--- config.mk ---
export PLATFORM = sky130hd
export DESIGN_NAME = node_io
export DESIGN_NICKNAME = d
export VERILOG_FILES = /design/src/rtl/node_io.sv
export SDC_FILE = /design/constraint.sdc
export NUM_CORES = 1
export LEC_CHECK = 0
export CAP_MARGIN = 25
export CORE_MARGIN = 3
export CORE_UTILIZATION = 35
export DETAILED_ROUTE_END_ITERATION = 10
export GPL_TIMING_DRIVEN = 0
export PLACE_DENSITY_LB_ADDON = 0.3
export SYNTH_ARGS = -nofsm -noshare
export SYNTH_HDL_FRONTEND = slang
export SYNTH_SLANG_ARGS = --single-unit
export TNS_END_PERCENT = 20
--- constraint.sdc ---
create_clock -name clk -period 3.9 [get_ports clk]
set_clock_uncertainty 0.1 [all_clocks]
set_input_delay 0.585 -clock clk [delete_from_list [all_inputs] [get_ports clk]]
set_output_delay 0.585 -clock clk [all_outputs]
set_load 0.1 [all_outputs]
--- src/rtl/node_io.sv ---
// Port-access sequencer: turns one blocking core read/write (fixed direction,
// ANY or LAST) into per-lane port strobes, honouring port occupancy.
module node_io #(
  parameter int unsigned N = 8
) (
  input  logic           clk,
  input  logic           reset,
  input  logic           req_valid,
  output logic           req_ready,
  input  logic           req_write,
  input  logic [2:0]     req_dir,
  input  logic [N-1:0]   req_data,
  output logic           done,
  output logic [N-1:0]   done_data,
  output logic           last_valid,
  output logic [1:0]     last_dir,
  output logic [3:0]     port_read,
  output logic [3:0]     port_write,
  output logic [4*N-1:0] port_out,
  input  logic [4*N-1:0] port_in,
  input  logic [3:0]     port_own_blocked,
  input  logic [3:0]     port_peer_blocked
);

  localparam int unsigned LANES    = 4;
  localparam logic [2:0]  DIR_ANY  = 3'd4;
  localparam logic [2:0]  DIR_LAST = 3'd5;

  typedef enum logic [2:0] {
    IDLE, DONE_NIL, RD_WAIT, RD_DRAIN, WR_WAIT, WR_PEND
  } state_t;

  state_t       state, state_d;
  logic         any_q;
  logic [1:0]   lane_q;
  logic [N-1:0] data_q;
  logic         seen_q, seen_d;
  logic         last_valid_q;
  logic [1:0]   last_dir_q;

  logic [1:0]   tgt;
  logic         fire;
  logic [3:0]   free_lanes;

  // ANY priority order: LEFT, RIGHT, UP, DOWN
  function automatic logic [1:0] pick(input logic [3:0] m);
    if (m[3])      return 2'd3;
    else if (m[1]) return 2'd1;
    else if (m[0]) return 2'd0;
    else           return 2'd2;
  endfunction

  assign free_lanes = ~port_own_blocked & ~port_peer_blocked;
  assign last_valid = last_valid_q & ~reset;
  assign last_dir   = reset ? 2'd0 : last_dir_q;

  always_comb begin
    state_d    = state;
    seen_d     = seen_q;
    req_ready  = 1'b0;
    done       = 1'b0;
    done_data  = '0;
    port_read  = '0;
    port_write = '0;
    port_out   = '0;
    tgt        = lane_q;
    fire       = 1'b0;
    if (!reset) begin
      case (state)
        IDLE: begin
          req_ready = 1'b1;
          if (req_valid) begin
            if (req_dir > DIR_LAST || (req_dir == DIR_LAST && !last_valid_q))
              state_d = DONE_NIL;
            else
              state_d = req_write ? WR_WAIT : RD_WAIT;
          end
        end
        DONE_NIL: begin
          done    = 1'b1;
          state_d = IDLE;
        end
        RD_WAIT: begin
          tgt  = any_q ? pick(port_peer_blocked) : lane_q;
          fire = any_q ? |port_peer_blocked : port_peer_blocked[lane_q];
          if (fire) begin
            port_read[tgt] = 1'b1;
            done           = 1'b1;
            for (int unsigned i = 0; i < LANES; i++)
              if (2'(i) == tgt) done_data = port_in[i*N +: N];
            state_d = RD_DRAIN;
          end
        end
        // hold off new requests until the port has retired the value just read
        RD_DRAIN: begin
          if (!port_peer_blocked[lane_q]) state_d = IDLE;
        end
        WR_WAIT: begin
          tgt  = any_q ? pick(free_lanes) : lane_q;
          fire = any_q ? |free_lanes : free_lanes[lane_q];
          if (fire) begin
            port_write[tgt] = 1'b1;
            for (int unsigned i = 0; i < LANES; i++)
              if (port_write[i]) port_out[i*N +: N] = data_q;
            seen_d  = 1'b0;
            state_d = WR_PEND;
          end
        end
        // complete once the port has shown our write and then released it
        WR_PEND: begin
          if (seen_q && !port_own_blocked[lane_q]) begin
            done    = 1'b1;
            state_d = IDLE;
          end else if (port_own_blocked[lane_q]) begin
            seen_d = 1'b1;
          end
        end
        default: state_d = IDLE;
      endcase
    end
  end

  always_ff @(posedge clk) begin
    if (reset) begin
      state        <= IDLE;
      any_q        <= 1'b0;
      lane_q       <= 2'd0;
      data_q       <= '0;
      seen_q       <= 1'b0;
      last_valid_q <= 1'b0;
      last_dir_q   <= 2'd0;
    end else begin
      state  <= state_d;
      seen_q <= seen_d;
      if (state == IDLE && req_valid) begin
        any_q  <= (req_dir == DIR_ANY);
        lane_q <= (req_dir == DIR_LAST) ? last_dir_q : req_dir[1:0];
        data_q <= req_data;
      end
      if (fire) begin
        lane_q <= tgt;
        if (any_q) begin
          last_valid_q <= 1'b1;
          last_dir_q   <= tgt;
        end
      end
    end
  end

endmodule

==> PnR_summary.wiki <==
{| class="wikitable"
! Metric !! Value
|-
| Run status || completed
|-
| Slew at the pin closest to its max-slew limit || 0.977 ns
|-
| DP HPWL || 4.55 mm
|-
| Switching share of power || 36.5%
|-
| Max Transition Viols Final || 0
|-
| Remaining routing DRC violations || 0
|-
| Leading cell types in the layout, fill and taps excluded || clkdlybuf4s50_1, clkdlybuf4s15_2, and2_1
|-
| Start point of the critical path || port_peer_blocked[1]
|-
| RR Startpoint || lane_q[1]
|-
| Critical Path RT || 3.21 ns
|-
| Predominant post-synthesis flop cell || dfxtp_1
|-
| Number of antenna violations at the first check in global routing || 0
|-
| RSZ-0062 raised after global routing || true
|-
| Net Count, Synth || 266
|-
| Post-Syn Instances || 211
|-
| Clock period minus final worst setup slack || 3.83 ns
|-
| RR Endpoint || last_dir_q[1]
|-
| Count of boundary I/O pins || 108
|-
| Sum of negative setup slack || 0 ns
|-
| Clock network latency to the later pin of the worst-skew pair || 0.25 ns
|-
| Number of cell instances on the worst register-to-register path || 7
|-
| Number of buffers on the longest clock path || 2
|-
| CP startpoint kind || input pin
|-
| Number of nets in the layout || 377
|-
| Buffers added on ports || 106
|-
| Post-DR vias/cell || 5.13
|-
| Largest voltage drop on the vdd net || 0.000122 V
|-
| Post-synthesis register bit count || 18
|-
| Number of buffers inserted by post-CTS setup repair || 0
|-
| Clock tree from TritonCTS || done
|-
| Fraction of layout cells with a size suffix above 1 || 23.1%
|-
| # setup viols final || 0
|-
| Initial DRC count || 146
|-
| Hold violation count in the final report || 0
|-
| Top achievable clock speed || 261 MHz
|-
| Relative contribution of combinational cells to total power || 47.1%
|-
| Final cycle utilization of the critical path || 98.1%
|-
| Leakage Power || 1.15 nW
|-
| Number of nets with antenna violations after detailed routing || 0
|-
| Number of flops mapped to enable cells by yosys || 0
|-
| Antenna Diode Count || 0
|-
| Areal power density over the cells || 233 nW/um^2
|-
| Total routing usage reported by global routing || 20.0%
|-
| Number of iterations in the first detailed-routing pass || 5
|-
| Switching power total || 0.000252 W
|-
| Signed area change from the synthesized netlist to the final layout || 71.1%
|-
| Average footprint of a synthesized cell || 8.22 um^2
|-
| Via count of the first global-routing pass || 1993
|-
| Internal Power || 0.000438 W
|-
| Starting utilization of the core area || 38.0%
|-
| Fraction of registers with async set/reset || 0%
|-
| Count of distinct cell types in the synthesized netlist || 47
|-
| Share of power burned in the clock network || 22.3%
|-
| Sequential cell area fraction in the yosys report || 20.8%
|-
| Cell area after technology mapping || 1730 um^2
|-
| Total of warnings raised by yosys || 0
|-
| End point of the critical path || port_out[11]
|-
| R2R setup slack || 1.74 ns
|-
| Cell row count || 24
|-
| Top fanout value on the critical path || 9
|-
| Cts bufs inserted || 3
|-
| Maximum number of pins on one net before global-route repair || 11
|-
| Number of levels the H-tree was split into || 1
|-
| Signal arrival time at the worst endpoint || 3.14 ns
|-
| Routed WL || 5.62 mm
|-
| Most common cell after layout, fill and taps aside || clkdlybuf4s50_1
|-
| GP Congestion || 0.920
|-
| Die boundary height || 76.4 um
|-
| Element type at the critical path end || output pin
|-
| Smallest hold slack || 0.387 ns
|-
| Clock Tree Root || clkbuf_8
|-
| Area enclosed by the die boundary || 5840 um^2
|-
| HP Class || register to register
|-
| Area of the core || 4560 um^2
|-
| # Max-Cap Violations || 0
|-
| Classification of the worst setup path || input pin to output pin
|-
| Sinks on Clock Net || 18
|-
| First-pass GRT wire length || 9.67 mm
|-
| Worst-path clk slew || 0.07 ns
|-
| Aggregate global routing overflow || 0
|-
| Proportion of power drawn by flip-flops and latches || 30.7%
|-
| DR vias || 1981
|-
| Chip width || 76.4 um
|-
| WL per Instance || 14.6 um
|-
| Worst relative slew slack || 34.6%
|}
-- stage by stage --
stage	cell area [um^2]	instances	setup WS (ns)	utilization [%]	power (W)
after CTS	2960	386	0.0229	64.9	0.000694
after global routing	2970	386	-0.0942	65.0	0.000734
after floorplan	1750	211	-0.679	-	0.000435
after detailed placement	2900	382	-0.511	63.4	0.000540
after global placement	2900	382	-0.471	63.4	0.000535
final	2970	386	0.0748	65.0	0.000690
-- metal layers --
layer  part of all wire, %  wire, um  global-route usage, %
met1                    40      2270                   24.4
met2                    53      2960                   35.6
met3                   6.1       342                   4.73
met4                  0.75        42                   4.17
met5                     0         0                      0
-- cell usage after synthesis (3+ instances only) --
| library cell | instances | area share, % |
|---|---|---|
| buf_2 | 3 | 0.87 |
| o21ai_0 | 4 | 1.2 |
| mux2i_1 | 4 | 2.3 |
| and2_1 | 32 | 12 |
| dfxtp_1 | 18 | 21 |
| a21oi_1 | 14 | 4.0 |
| inv_1 | 4 | 0.87 |
| buf_6 | 3 | 1.9 |
| nand2b_1 | 4 | 1.4 |
| nand3_1 | 4 | 1.2 |
| o22ai_1 | 5 | 1.8 |
| clkbuf_1 | 7 | 1.5 |
| or2_2 | 3 | 1.1 |
| mux4_2 | 11 | 14 |
| nand2_1 | 21 | 4.5 |
| or3_1 | 3 | 1.1 |
| nor2_1 | 15 | 3.2 |
| nor3_1 | 7 | 2.0 |
| nor2b_1 | 13 | 4.7 |
| nor3_2 | 4 | 2.3 |
-- flip-flops by register name (all words and copies together), names as in the netlist --
register and flops:
lane_q 2, last_valid_q 1, data_q 8, any_q 1, last_dir_q 2, seen_q 1
state 3
-- worst min path at each step --
stage	cells past startpoint	slack, ns	endpoint	start
final	2	0.39	last_dir_q[0]	last_dir_q[0]
after CTS	2	0.39	last_dir_q[0]	last_dir_q[0]
after global routing	2	0.42	data_q[3]	data_q[3]
after detailed placement	2	0.38	last_dir_q[0]	last_dir_q[0]
after floorplan	2	0.34	seen_q	seen_q
after global placement	2	0.36	seen_q	seen_q
-- power by group through the flow --
stage	clock, W	sequential, W	combinational [W]
finish	0.000154	0.000212	0.000325
global route	0.000165	0.000215	0.000355
CTS	0.000158	0.000212	0.000324
detailed placement	0	0.000216	0.000324
global placement	0	0.000215	0.000320
floorplan	0	0.000212	0.000223
-- cell type report --
type | count | area, um^2
repair buffers | 106 | 1070
plain buffers | 15 | 87.6
well taps | 65 | 81.3
clock buffers | 4 | 55.1
flip-flops and latches | 18 | 360
fillers | 406 | 1600
multi-input cells | 173 | 1290
inverters | 5 | 18.8
-- repair_timing --
| item | 4_1_cts | 5_1_grt |
|---|---|---|
| resized for setup | 108 | 6 |
| setup endpoints to repair | 48 | 42 |
| hold buffers | 0 | 0 |
-- critical path, cell delays in order --
cell             delay, ns
clkdlybuf4s50_1       0.52
o22ai_1               0.31
o311a_1               0.26
a21oi_4               0.10
nor3_4                0.32
and2_2                0.20
dlygate4sd2_1         0.85
-- kinds of logic after synthesis --
family                 count (synthesis)  share of synthesized area, %
AOI/OAI and AO/OA                     44                          18.9
buffers and inverters                 20                          6.06
DFF                                   18                          20.8
muxes                                 17                          18.1
and+or+nand+nor                      112                          36.1
Power figures use the tool's default switching activity.
